### src/rtl/project_select_sequencer_if.sv
// Wishbone slave bus between the host and the project select sequencer.
interface project_select_sequencer_if;
  logic        wbs_stb_i;
  logic        wbs_cyc_i;
  logic        wbs_we_i;
  logic [3:0]  wbs_sel_i;
  logic [31:0] wbs_dat_i;
  logic [31:0] wbs_adr_i;
  logic        wbs_ack_o;
  logic [31:0] wbs_dat_o;

  modport slave (
    input  wbs_stb_i, wbs_cyc_i, wbs_we_i, wbs_sel_i, wbs_dat_i, wbs_adr_i,
    output wbs_ack_o, wbs_dat_o
  );

  modport master (
    output wbs_stb_i, wbs_cyc_i, wbs_we_i, wbs_sel_i, wbs_dat_i, wbs_adr_i,
    input  wbs_ack_o, wbs_dat_o
  );
endinterface

### src/rtl/project_select_sequencer.sv
// Pad-sharing controller: every selection change disconnects the pads, holds the
// new project in reset, then connects it. All outputs come straight from flops.
module project_select_sequencer #(
  parameter int          NUM_PROJECTS   = 4,
  parameter logic [31:0] ADDR_SELECT    = 32'h3000_0000,
  parameter logic [31:0] ADDR_STATUS    = 32'h3000_0008,
  parameter int          QUIESCE_CYCLES = 4,
  parameter int          RESET_CYCLES   = 16,
  localparam int         SEL_W          = $clog2(NUM_PROJECTS)
) (
  input  logic                    wb_clk_i,
  input  logic                    wb_rst_i,
  project_select_sequencer_if.slave wb,
  output logic [SEL_W-1:0]        proj_sel,
  output logic                    proj_active,
  output logic [NUM_PROJECTS-1:0] proj_reset,
  output logic                    busy
);

  localparam int CNT_MAX = (QUIESCE_CYCLES > RESET_CYCLES) ? QUIESCE_CYCLES : RESET_CYCLES;
  localparam int CW      = $clog2(CNT_MAX + 1);

  typedef enum logic [1:0] {S_IDLE = 2'd0, S_QUIESCE = 2'd1, S_RESET = 2'd2, S_RUN = 2'd3} state_e;

  state_e                  state_q, state_d;
  logic [CW-1:0]           cnt_q, cnt_d;
  logic                    ack_q, ack_d;
  logic [31:0]             dat_q, dat_d;
  logic                    bad_q, bad_d;
  logic                    drop_q, drop_d;
  logic                    en_q, en_d;
  logic [7:0]              idx_q, idx_d;
  logic                    start_q, start_d;
  logic [SEL_W-1:0]        proj_sel_q, proj_sel_d;
  logic                    proj_active_q, proj_active_d;
  logic [NUM_PROJECTS-1:0] proj_reset_q, proj_reset_d;
  logic                    busy_q, busy_d;

  // Bus decode. A known-address access is taken only while ack is low, which
  // turns ack into a one-cycle pulse even if the master keeps strobing.
  logic valid, wr, rd, hit_sel, hit_sts, accept, sel_wr, idx_ok, sts_rd;
  logic unused_dat;

  assign valid   = wb.wbs_cyc_i & wb.wbs_stb_i;
  assign wr      = valid & wb.wbs_we_i & (|wb.wbs_sel_i);
  assign rd      = valid & ~wb.wbs_we_i;
  assign hit_sel = (wb.wbs_adr_i == ADDR_SELECT);
  assign hit_sts = (wb.wbs_adr_i == ADDR_STATUS);
  assign accept  = (wr | rd) & (hit_sel | hit_sts) & ~ack_q;
  assign sel_wr  = accept & wr & hit_sel & wb.wbs_sel_i[1] & wb.wbs_sel_i[0];
  assign idx_ok  = ({24'b0, wb.wbs_dat_i[7:0]} < 32'(NUM_PROJECTS));
  assign sts_rd  = accept & rd & hit_sts;
  assign unused_dat = ^wb.wbs_dat_i[31:9];

  // Register file: ack/read data, sticky flags (set beats clear) and the select latch.
  always_comb begin
    ack_d   = accept;
    dat_d   = 32'b0;
    if (accept & rd) begin
      if (hit_sel) dat_d = {23'b0, en_q, idx_q};
      else         dat_d = {26'b0, state_q, proj_active_q, bad_q, drop_q, busy_q};
    end
    bad_d   = (sel_wr & ~idx_ok) | (bad_q & ~sts_rd);
    drop_d  = (sel_wr & idx_ok & busy_q) | (drop_q & ~sts_rd);
    start_d = sel_wr & idx_ok & ~busy_q;
    en_d    = start_d ? wb.wbs_dat_i[8]   : en_q;
    idx_d   = start_d ? wb.wbs_dat_i[7:0] : idx_q;
  end

  // Bus-side register updates.
  always_ff @(posedge wb_clk_i) begin
    if (wb_rst_i) begin
      ack_q   <= 1'b0;
      dat_q   <= 32'b0;
      bad_q   <= 1'b0;
      drop_q  <= 1'b0;
      start_q <= 1'b0;
      en_q    <= 1'b0;
      idx_q   <= 8'b0;
    end else begin
      ack_q   <= ack_d;
      dat_q   <= dat_d;
      bad_q   <= bad_d;
      drop_q  <= drop_d;
      start_q <= start_d;
      en_q    <= en_d;
      idx_q   <= idx_d;
    end
  end

  // Sequencer state register and dwell counter.
  always_ff @(posedge wb_clk_i) begin
    if (wb_rst_i) begin
      state_q <= S_IDLE;
      cnt_q   <= '0;
    end else begin
      state_q <= state_d;
      cnt_q   <= cnt_d;
    end
  end

  // Next state: the write's start pulse lands one cycle after the accept edge,
  // and each timed state loads its dwell minus one and leaves when it hits zero.
  always_comb begin
    state_d = state_q;
    cnt_d   = cnt_q;
    case (state_q)
      S_IDLE, S_RUN: begin
        if (start_q) begin
          state_d = S_QUIESCE;
          cnt_d   = CW'(QUIESCE_CYCLES - 1);
        end
      end
      S_QUIESCE: begin
        if (cnt_q != '0) begin
          cnt_d = cnt_q - 1'b1;
        end else if (en_q) begin
          state_d = S_RESET;
          cnt_d   = CW'(RESET_CYCLES - 1);
        end else begin
          state_d = S_IDLE;
        end
      end
      default: begin
        if (cnt_q != '0) cnt_d = cnt_q - 1'b1;
        else             state_d = S_RUN;
      end
    endcase
  end

  // Output values for the next state; the mux select only moves on RESET entry,
  // when the pads are already disconnected.
  always_comb begin
    proj_sel_d    = ((state_d == S_RESET) && (state_q != S_RESET)) ? idx_q[SEL_W-1:0] : proj_sel_q;
    proj_active_d = (state_d == S_RUN);
    busy_d        = (state_d == S_QUIESCE) || (state_d == S_RESET);
    proj_reset_d  = '1;
    for (int i = 0; i < NUM_PROJECTS; i++) begin
      proj_reset_d[i] = !((state_d == S_RUN) && (proj_sel_d == SEL_W'(i)));
    end
  end

  // Registered outputs.
  always_ff @(posedge wb_clk_i) begin
    if (wb_rst_i) begin
      proj_sel_q    <= '0;
      proj_active_q <= 1'b0;
      proj_reset_q  <= '1;
      busy_q        <= 1'b0;
    end else begin
      proj_sel_q    <= proj_sel_d;
      proj_active_q <= proj_active_d;
      proj_reset_q  <= proj_reset_d;
      busy_q        <= busy_d;
    end
  end

  assign wb.wbs_ack_o = ack_q;
  assign wb.wbs_dat_o = dat_q;
  assign proj_sel     = proj_sel_q;
  assign proj_active  = proj_active_q;
  assign proj_reset   = proj_reset_q;
  assign busy         = busy_q;

endmodule
### src/flat_wrapper.sv
// flat-port wrapper written by rule: the top's interface ports become plain ports
module project_select_sequencer_flat 
#(
  parameter int          NUM_PROJECTS   = 4,
  parameter logic [31:0] ADDR_SELECT    = 32'h3000_0000,
  parameter logic [31:0] ADDR_STATUS    = 32'h3000_0008,
  parameter int          QUIESCE_CYCLES = 4,
  parameter int          RESET_CYCLES   = 16,
  localparam int         SEL_W          = $clog2(NUM_PROJECTS)
)
  (wb_clk_i, wb_rst_i, proj_sel, proj_active, proj_reset, busy, wb_wbs_stb_i, wb_wbs_cyc_i, wb_wbs_we_i, wb_wbs_sel_i, wb_wbs_dat_i, wb_wbs_adr_i, wb_wbs_ack_o, wb_wbs_dat_o);
  project_select_sequencer_if wb_i ();
  input  logic wb_clk_i;
  input  logic wb_rst_i;
  output logic [SEL_W-1:0] proj_sel;
  output logic proj_active;
  output logic [NUM_PROJECTS-1:0] proj_reset;
  output logic busy;
  input wire logic [$bits(wb_i.wbs_stb_i)-1:0] wb_wbs_stb_i;
  input wire logic [$bits(wb_i.wbs_cyc_i)-1:0] wb_wbs_cyc_i;
  input wire logic [$bits(wb_i.wbs_we_i)-1:0] wb_wbs_we_i;
  input wire logic [$bits(wb_i.wbs_sel_i)-1:0] wb_wbs_sel_i;
  input wire logic [$bits(wb_i.wbs_dat_i)-1:0] wb_wbs_dat_i;
  input wire logic [$bits(wb_i.wbs_adr_i)-1:0] wb_wbs_adr_i;
  output wire logic [$bits(wb_i.wbs_ack_o)-1:0] wb_wbs_ack_o;
  output wire logic [$bits(wb_i.wbs_dat_o)-1:0] wb_wbs_dat_o;
  assign wb_i.wbs_stb_i = wb_wbs_stb_i;
  assign wb_i.wbs_cyc_i = wb_wbs_cyc_i;
  assign wb_i.wbs_we_i = wb_wbs_we_i;
  assign wb_i.wbs_sel_i = wb_wbs_sel_i;
  assign wb_i.wbs_dat_i = wb_wbs_dat_i;
  assign wb_i.wbs_adr_i = wb_wbs_adr_i;
  assign wb_wbs_ack_o = wb_i.wbs_ack_o;
  assign wb_wbs_dat_o = wb_i.wbs_dat_o;
  project_select_sequencer #(.NUM_PROJECTS(NUM_PROJECTS), .ADDR_SELECT(ADDR_SELECT), .ADDR_STATUS(ADDR_STATUS), .QUIESCE_CYCLES(QUIESCE_CYCLES), .RESET_CYCLES(RESET_CYCLES)) u_core (.wb_clk_i(wb_clk_i), .wb_rst_i(wb_rst_i), .wb(wb_i), .proj_sel(proj_sel), .proj_active(proj_active), .proj_reset(proj_reset), .busy(busy));
endmodule
### config.mk
export PLATFORM = sky130hd
export DESIGN_NAME = project_select_sequencer_flat
export DESIGN_NICKNAME = d
export VERILOG_FILES = /design/src/rtl/project_select_sequencer_if.sv /design/src/rtl/project_select_sequencer.sv /design/src/flat_wrapper.sv
export SDC_FILE = /design/constraint.sdc
export NUM_CORES = 1
export LEC_CHECK = 0
export CAP_MARGIN = 15
export CORE_AREA = 3 3 83 85
export CTS_CLUSTER_SIZE = 20
export DETAILED_ROUTE_END_ITERATION = 10
export DIE_AREA = 0 0 86 88
export GPL_ROUTABILITY_DRIVEN = 0
export PLACE_DENSITY = 0.66
export SLEW_MARGIN = 40
export SYNTH_ARGS = -nofsm -noshare
export SYNTH_HDL_FRONTEND = slang
export SYNTH_SLANG_ARGS = --single-unit
### constraint.sdc
create_clock -name wb_clk_i -period 3.55 [get_ports wb_clk_i]
set_input_delay 0.71 -clock wb_clk_i [delete_from_list [all_inputs] [get_ports wb_clk_i]]
set_output_delay 0.71 -clock wb_clk_i [all_outputs]
set_load 0.01 [all_outputs]
Yosys cells after proc, flatten, opt, wreduce, memory -nomap -nowiden

Cells that the tools add are included.

Register bits: 60
Input bits: 73
Output and inout bits: 41
Word-level logic and storage cells: 89

Add/subtract/negate cells: 1
$lt $le $gt $ge: 1
Equal/unequal tests: 13
Muxes and demuxes: 12
Bitwise logic cells: 29
Reduce and logical (&&, ||, !) cells: 19

Operators with widths:

| cell                   | count |
|---|---|
| $eq A32 B30 Y1 const B | 2 |
| $mux W5                | 4 |
| $and A1 B1 Y1          | 18 |
| $eq A2 B2 Y1 const B   | 5 |
| $mux W2                | 5 |
| $pmux W5 S2            | 1 |
| $lt A8 B3 Y1 const B   | 1 |
| $not A1 Y1             | 7 |
| $eq A2 B1 Y1 const B   | 3 |
| $mux W6                | 1 |
| $logic_and A1 B1 Y1    | 5 |
| $reduce_bool A5 Y1     | 1 |
| $sub A5 B1 Y5 const B  | 1 |
| $logic_not A1 Y1       | 4 |
| $logic_not A2 Y1       | 2 |
| $or A1 B1 Y1           | 4 |
| $pmux W2 S2            | 1 |
| $reduce_or A2 Y1       | 2 |
| $reduce_or A4 Y1       | 1 |
| $ne A3 B1 Y1 const B   | 1 |
| $reduce_and A3 Y1      | 1 |
| $reduce_bool A3 Y1     | 1 |
| $reduce_or A3 Y1       | 1 |
| $ne A2 B1 Y1 const B   | 1 |
| other kinds (2)        | 2 |

Longest topological paths before layout

Gate-level depths: netlist of run 1.

Depth after elaboration: 13
Depth in mapped cells: 11
Gate-level depth less buffers: 10

Worst setup path after synthesis of run 1

Ideal clock, no wire load.

Path type: register to register
Start: register u_core.cnt_q[0]
End: register u_core.proj_reset_q[3], in the netlist u_core.proj_reset[3]
Setup time: 127 ps
Arrival time: 2448 ps
Required time: 3423 ps
Path slack: 975 ps
Cell stages (with the launch flop): 11
Path buffers: 1
Clock period less this slack: 2575 ps
Cells stage by stage: dfxtp_1 inv_1 ha_1 or4b_2 clkbuf_1 a21o_1 a21oi_1 ha_1 nand2b_1 mux2i_1 or3_1

Cells in the longest elaborated chain, start to end: 9
Elaborated cells on any way between the ends: 11
Classes of those cells: eq/ne: 3; mux: 4; reduce/logical: 4

RTL lines:

| what                              | RTL line                                                         | RTL |
|---|---|---|
| start: declaration                | project_select_sequencer.sv:26                                   | `logic [CW-1:0] cnt_q, cnt_d;` |
| start signal: assignment          | project_select_sequencer.sv:98                                   | `cnt_q <= cnt_d;` |
| $reduce_bool A5 Y1 (*)            | project_select_sequencer.sv:115, project_select_sequencer.sv:125 |  |
| $mux W2, on equally long branches | project_select_sequencer.sv:125, project_select_sequencer.sv:115 |  |
| $pmux W2 S2 (*)                   | project_select_sequencer.sv:107                                  | `case (state_q)` |
| $eq A2 B2 Y1                      | project_select_sequencer.sv:134                                  | `proj_sel_d = ((state_d == S_RESET) && (state_q != S_RESET)) ? idx_q[SEL_W-1:0] : proj_sel_q;` |
| $logic_and A1 B1 Y1               | project_select_sequencer.sv:134                                  |  |
| $mux W2                           | project_select_sequencer.sv:134                                  |  |
| $eq A2 B2 Y1                      | project_select_sequencer.sv:139                                  | `proj_reset_d[i] = !((state_d == S_RUN) && (proj_sel_d == SEL_W'(i)));` |
| $logic_and A1 B1 Y1 (*)           | project_select_sequencer.sv:139                                  |  |
| $logic_not A1 Y1 (*)              | project_select_sequencer.sv:139                                  |  |
| end signal: assignment            | project_select_sequencer.sv:153                                  | `proj_reset_q <= proj_reset_d;` |
| end: declaration                  | project_select_sequencer.sv:36                                   | `logic [NUM_PROJECTS-1:0] proj_reset_q, proj_reset_d;` |

Every way passes the cells marked *; elsewhere a longest branch is shown, timed or not.
A chain may end at the register's enable or synchronous reset.

Worst setup path after layout of run 1

Ends and elaborated chain as after synthesis.

==> results of run 1 <==
==> stage by stage <==
step,hold WS (ps),power [W]
after detailed placement,462,0.000510
final,470,0.000787
after global placement,457,0.000509
after CTS,473,0.000797
after global routing,485,0.000827
after floorplan,445,0.000469
==> layout by cell type, fill, tap and decap left out, types with 5 or more instances in the layout <==
cell type        count
nand2b_1            12
nor3b_1             10
clkbuf_8             5
nor4_1               9
inv_1                7
a21oi_1              8
dfxtp_1             37
clkdlybuf4s50_1     67
o21ai_0              6
conb_1              23
ha_1                 6
nor2_1              17
mux2i_1             11
==> cell usage after synthesis (2+ instances only) <==
cell      count  share of area (%)
nor4b_1       2               0.96
mux2i_1      11                6.0
nor2_1       17                3.5
inv_1         7                1.4
o21ai_0       6                1.6
nand4_1       4                1.4
nand4b_1      2               0.96
or4_4         2                1.2
nand2_1       3               0.62
and4_1        2               0.96
clkbuf_1      6                1.2
buf_4        23                9.4
ha_1          6                4.1
a211oi_1      2               0.82
a21o_1        2               0.82
nor4_1        9                3.1
nor2b_1       2               0.68
nand3_1       4                1.1
nor3b_1      10                4.1
o21bai_1      3                1.2
dfxtp_1      37                 40
nor3_1        4                1.1
a21oi_1       8                2.2
nand2b_1     12                4.1
==> registers in the layout, indices dropped and copies added (netlist names) <==
register             count
u_core.drop_q            1
u_core.wb.wbs_dat_o      9
u_core.idx_q             8
u_core.busy              1
u_core.cnt_q             5
u_core.proj_active       1
u_core.wb.wbs_ack_o      1
u_core.proj_sel          2
u_core.en_q              1
u_core.state_q           2
u_core.start_q           1
u_core.bad_q             1
u_core.proj_reset        4
==> worst paths after layout <==
path / cells after the start / endpoint / start / slack [ps]
worst max-delay path: 9 / u_core.proj_reset[3]$_SDFF_PP1_ / u_core.cnt_q[0]$_SDFFE_PP0P_ / 820
worst min-delay path: 1 / u_core.idx_q[7]$_SDFFE_PP0P_ / u_core.idx_q[7]$_SDFFE_PP0P_ / 470
worst max register to register: 9 / u_core.proj_reset[3]$_SDFF_PP1_ / u_core.cnt_q[0]$_SDFFE_PP0P_ / 820
worst min register to register: 1 / u_core.idx_q[7]$_SDFFE_PP0P_ / u_core.idx_q[7]$_SDFFE_PP0P_ / 470
==> cells by family after synthesis <==
| group | Yosys count | synth area share [%] |
|---|---|---|
| flip-flops | 37 | 40.5 |
| AO/OA/AOI/OAI | 27 | 9.36 |
| AND/OR/NAND/NOR | 79 | 27.1 |
| other | 1 | 0.205 |
| multiplexers | 12 | 6.63 |
| buffers and inverters | 36 | 12.1 |
| adder cells (fa/ha/maj) | 6 | 4.10 |
==> routing by layer <==
metal	vias up	global-route usage (%)	share of wire, %
met2	53	19.8	50
met5	-	0	0
met1	741	14.4	43
met3	5	2.73	5.4
met4	0	4.32	1.2
li1	799	-	-
==> where the power goes <==
part	switching, W	internal, W
combinational	0.0000310	0.0000550
sequential	0.00000000000000119	0.000415
clock	0.000151	0.000135
==> worst max-delay path, cell delays in order (launching register included) <==
cell and delay [ps]:
dfxtp_1 320, inv_1 90, ha_1 160, or4b_2 710, a21o_1 220, a21oi_1 240, ha_1 200, nand2b_1 100
mux2i_1 200, or3_1 380
==> final cells by class <==
| type | instances | area [sq um] |
|---|---|---|
| sequential | 37 | 741 |
| inverter | 7 | 26.3 |
| fill | 607 | 3690 |
| tap | 77 | 96.3 |
| multi-input combinational | 147 | 951 |
| timing repair buffer | 69 | 686 |
| clock buffer | 5 | 68.8 |
| clock inverter | 3 | 17.5 |
==> reports/results.tsv, run 1 <==
stage	metric	value	unit
status	outcome	finished, final reports clean	
pwr	p_leak	0.989	nW
synthesis	synth_edf_count	0	
finish	nets	346	
finish	final_core_util	41.2	%
route	routed_wl	4280	microns
clocking	cts_sinks	37	
clocking	post_cts_buffers	0	
synthesis	async_flop_share	0	%
route	first_iter_violations	56	
sta	setup_tns	0	ps
global_routing	antenna_found_initial	0	
finish	syn_to_final_growth	41.3	%
placement	place_worst_setup_slack	543	ps
min_path	worstHoldPathType	reg2reg	
synthesis	synth.distinct_cells	38	
sta	fin_ws	822	ps
global_routing	grt_max_degree	19	
setup_path	path_class	reg2reg	
global_routing	grt_usage	11.7	%
synthesis	avgSynthCellArea	9.24	sq um
floorplan	dieArea	7570	sq um
setup_path	end_kind	flop	
sta	fmax	367	MHz
floorplan	initial_core_util	29.2	%
clocking	htree_num_levels	2	
route	viasPerCell	4.63	
setup_path	crit_path_start_kind	flop	
route	wl_per_cell	12.4	microns
route	dr.pass1.iters	4	
clocking	ctsHoldBuffers	0	
route	drtAntennaViolNets	0	
floorplan	die_y	88	microns
global_routing	overflow	0	
clocking	cts.clk_slew.worst_paths	70	ps
floorplan	boundaryPins	114	
finish	design_area	2590	sq um
global_routing	grt_pass1_vias	1494	
placement	io_buffers	67	
synthesis	synth_top_flop_cell	dfxtp_1	
sta	skew	6.98	ps
synthesis	syn_area	1830	sq um
sta	tightest_slew	636	ps
pwr	vdd_drop_max	164	uV
sta	slew_headroom	57.3	%
pwr	power_density	304	nW/um^2
floorplan	fp-row-count	29	
synthesis	yosysSeqAreaShare	40.5	%
clocking	cts_buffers	5	
clocking	cts_root_buf	clkbuf_8	
placement	dp.cells	337	
setup_path	cp.required	3720	ps
synthesis	synthCells	198	
sta	maxSlewViolCount	0	
sta	min_period	2730	ps
setup_path	cp_max_fo	8	
sta	period_share	76.9	%
clocking	cts_buffer_depth	2	
sta	rsz0062_at_grt	no	
run	drv_cap	0	
clocking	cts_resized	0	
synthesis	yosys_warnings	0	
clocking	tritoncts	done	
route	drc	0	
finish	layoutNonFillerInstCount	345	
clocking	clock_latency	290	ps
sta	hold_viol	0	
finish	antenna_cells	0	
floorplan	dieWidth	86	microns
floorplan	core	6280	sq um
placement	place_hpwl	3400	microns
placement	placed_area	2500	sq um
route	vias	1598	
global_routing	grt_pass1_wl	7000	microns
finish	layout-drive-gt1-share	5.97	%
synthesis	ys_ff_latch	37	
setup_path	crit_arrival	2900	ps
sta	setup_viol	0	
No activity file was read; power rests on OpenSTA's default activity.
==> inputs of run 2 (changes only) <==
--- a/config.mk
+++ b/config.mk
@@ -11,7 +11,7 @@
 export DETAILED_ROUTE_END_ITERATION = 10
 export DIE_AREA = 0 0 86 88
 export GPL_ROUTABILITY_DRIVEN = 0
-export PLACE_DENSITY = 0.66
+export PLACE_DENSITY = 0.68
 export SLEW_MARGIN = 40
 export SYNTH_ARGS = -nofsm -noshare
 export SYNTH_HDL_FRONTEND = slang
==> constraint.sdc (replaced) <==
create_clock -name wb_clk_i -period 2.4 [get_ports wb_clk_i]
set_input_delay 0.48 -clock wb_clk_i [delete_from_list [all_inputs] [get_ports wb_clk_i]]
set_output_delay 0.48 -clock wb_clk_i [all_outputs]
set_load 0.01 [all_outputs]
==> run 2 against run 1 <==
- sequential share of layout area shrank 1.3 points
- register-to-register slack got worse by 690 ps
- final cell count grew 2.6%
- flip-flop and latch count stayed put
- core utilization is 2.2 points higher
- final area rose by 5.3%
- fmax rose by 20%
- clock skew increased by 1.1 ps
- critical path type unchanged
- critical endpoint unchanged
==> reports/results.tsv, run 2 (synthesis gave the netlist of run 1 again) <==
stage	metric	value	unit	change
global_routing	grt_max_degree	14		was 19
route	drc	0		unchanged
setup_path	path_class	reg2reg		unchanged
global_routing	antenna_found_initial	0		unchanged
setup_path	crit_arrival	2440	ps	was 2900 ps
finish	layout_commonest_cell	clkdlybuf4s50_1		unchanged
clocking	cts.clk_slew.worst_paths	80	ps	was 70 ps
pwr	vdd_drop_max	264	uV	was 164 uV
finish	antenna_cells	0		unchanged
clocking	tritoncts	done		unchanged
clocking	clock_latency	290	ps	about the same
floorplan	dieArea	7570	sq um	unchanged
pwr	p_leak	1.04	nW	was 0.989 nW
min_path	worstHoldPathType	reg2reg		unchanged
finish	final_core_util	43.4	%	was 41.2%
global_routing	grt_pass1_vias	1542		was 1494
sta	rsz0062_at_grt	no		unchanged
clocking	htree_num_levels	2		unchanged
sta	min_period	2270	ps	was 2730 ps
floorplan	die_y	88	microns	unchanged
finish	layout-drive-gt1-share	13.0	%	was 5.97%
finish	design_area	2720	sq um	was 2590 sq um
finish	largest_register_ffs	9		unchanged
setup_path	critPathMaxStageDelay	470	ps	was 710 ps
global_routing	grt_pass1_wl	7270	microns	was 7000 microns
floorplan	core	6280	sq um	unchanged
placement	placed_area	2590	sq um	was 2500 sq um
global_routing	grt_usage	12.3	%	was 11.7%
clocking	cts_sinks	37		unchanged
floorplan	boundaryPins	114		unchanged
sta	hold_viol	0		unchanged
sta	period_share	94.5	%	was 76.9%
clocking	cts_root_buf	clkbuf_8		unchanged
setup_path	cp_slowest_cell	or4b_4		was or4b_2
sta	tightest_slew	499	ps	was 636 ps
setup_path	end_kind	flop		unchanged
pwr	power_density	472	nW/um^2	was 304 nW/um^2
sta	slew_headroom	66.6	%	was 57.3%
setup_path	crit_path_start_kind	flop		unchanged
setup_path	cp_cell_sequence	inv_2 -> ha_4 -> or4b_4 -> a21o_1 -> a21oi_2 -> ha_2 -> nand2b_4 -> mux2i_2 -> or3_1		was inv_1 -> ha_1 -> or4b_2 -> a21o_1 -> a21oi_1 -> ha_1 -> nand2b_1 -> mux2i_1 -> or3_1
setup_path	cp_max_fo	4		was 8
placement	io_buffers	67		unchanged
run	drv_cap	0		unchanged
route	first_iter_violations	68		was 56
route	drtAntennaViolNets	0		unchanged
placement	place_hpwl	3550	microns	was 3400 microns
sta	fmax	441	MHz	was 367 MHz
setup_path	cp.required	2570	ps	was 3720 ps
global_routing	overflow	0		unchanged
route	wl_per_cell	12.7	microns	was 12.4 microns
status	outcome	finished, final reports clean		unchanged
clocking	cts_buffer_depth	2		unchanged
finish	mostFrequentLayoutCells	clkdlybuf4s50_1, dfxtp_1, conb_1		unchanged
clocking	cts_buffers	5		unchanged
sta	maxSlewViolCount	0		unchanged
route	dr.pass1.iters	5		was 4
route	viasPerCell	4.56		was 4.63
sta	skew	8.08	ps	was 6.98 ps
clocking	ctsHoldBuffers	0		unchanged
pwr	power	0.00128	W	was 0.000787 W
route	vias	1614		was 1598
floorplan	dieWidth	86	microns	unchanged
finish	nets	355		was 346
sta	setup_viol	0		unchanged
floorplan	fp-row-count	29		unchanged
finish	syn_to_final_growth	48.7	%	was 41.3%
route	routed_wl	4490	microns	was 4280 microns
floorplan	initial_core_util	29.2	%	unchanged
## run 2: worst paths after layout
kind	slack [ps]	startpoint	endpoint	cells past startpoint
hold / removal	470	u_core.cnt_q[1]$_SDFFE_PP0P_	u_core.cnt_q[1]$_SDFFE_PP0P_	2
setup reg to reg	130	u_core.cnt_q[0]$_SDFFE_PP0P_	u_core.proj_reset[3]$_SDFF_PP1_	9
setup / recovery	130	u_core.cnt_q[0]$_SDFFE_PP0P_	u_core.proj_reset[3]$_SDFF_PP1_	9
hold reg to reg	470	u_core.cnt_q[1]$_SDFFE_PP0P_	u_core.cnt_q[1]$_SDFFE_PP0P_	2
## run 2: report_power, final
| part | leakage, nW | internal (W) | switching [W] |
|---|---|---|---|
| Clock | 0.0585 | 0.000311 | 0.000231 |
| Sequential | 0.299 | 0.000613 | 0.00000000000000204 |
| Combinational | 0.683 | 0.0000824 | 0.0000461 |
| Total | 1.04 | 0.00101 | 0.000277 |
## run 2: what timing repair did
| item | in CTS | in global routing |
|---|---|---|
| resized for setup | 0 | 7 |
| setup buffers | 0 | 0 |
| setup endpoints to repair | 0 | 1 |
## run 2: layer usage
metal	part of all wire [%]	wire, microns	track usage (%)
met3	4.9	218	2.73
met2	52	2350	22.1
met4	1.8	81	5.18
met1	41	1840	13.9
met5	0	0	0
## run 2: final cells by class
cell class	instances	area, sq um
fillers	604	3550
repair buffers	78	753
inverters	7	26.3
clock inverters	3	43.8
clock buffers	5	68.8
multi-input cells	147	991
well taps	77	96.3
flip-flops and latches	37	743
## run 2: worst max-delay path: cells and delay by family (launching register included)
| family | cells | cell delay (ps) |
|---|---|---|
| adders and majority gates | 2 | 340 |
| AOI/OAI and AO/OA | 2 | 350 |
| and+or+nand+nor | 3 | 900 |
| muxes | 1 | 150 |
| buffers and inverters | 1 | 80 |
| DFF | 1 | 340 |
## run 2: metrics by stage
stage / cells / hold WS [ps] / TNS [ps] / setup slack, ps
2_1_floorplan: 220 / 445 / 0 / 47.2
3_3_place_gp: 346 / 458 / -661 / -130
3_5_place_dp: 346 / 461 / -804 / -144
4_1_cts: 354 / 473 / 0 / 75.8
5_1_grt: 354 / 490 / 0 / 1.97
6_report: 354 / 469 / 0 / 131
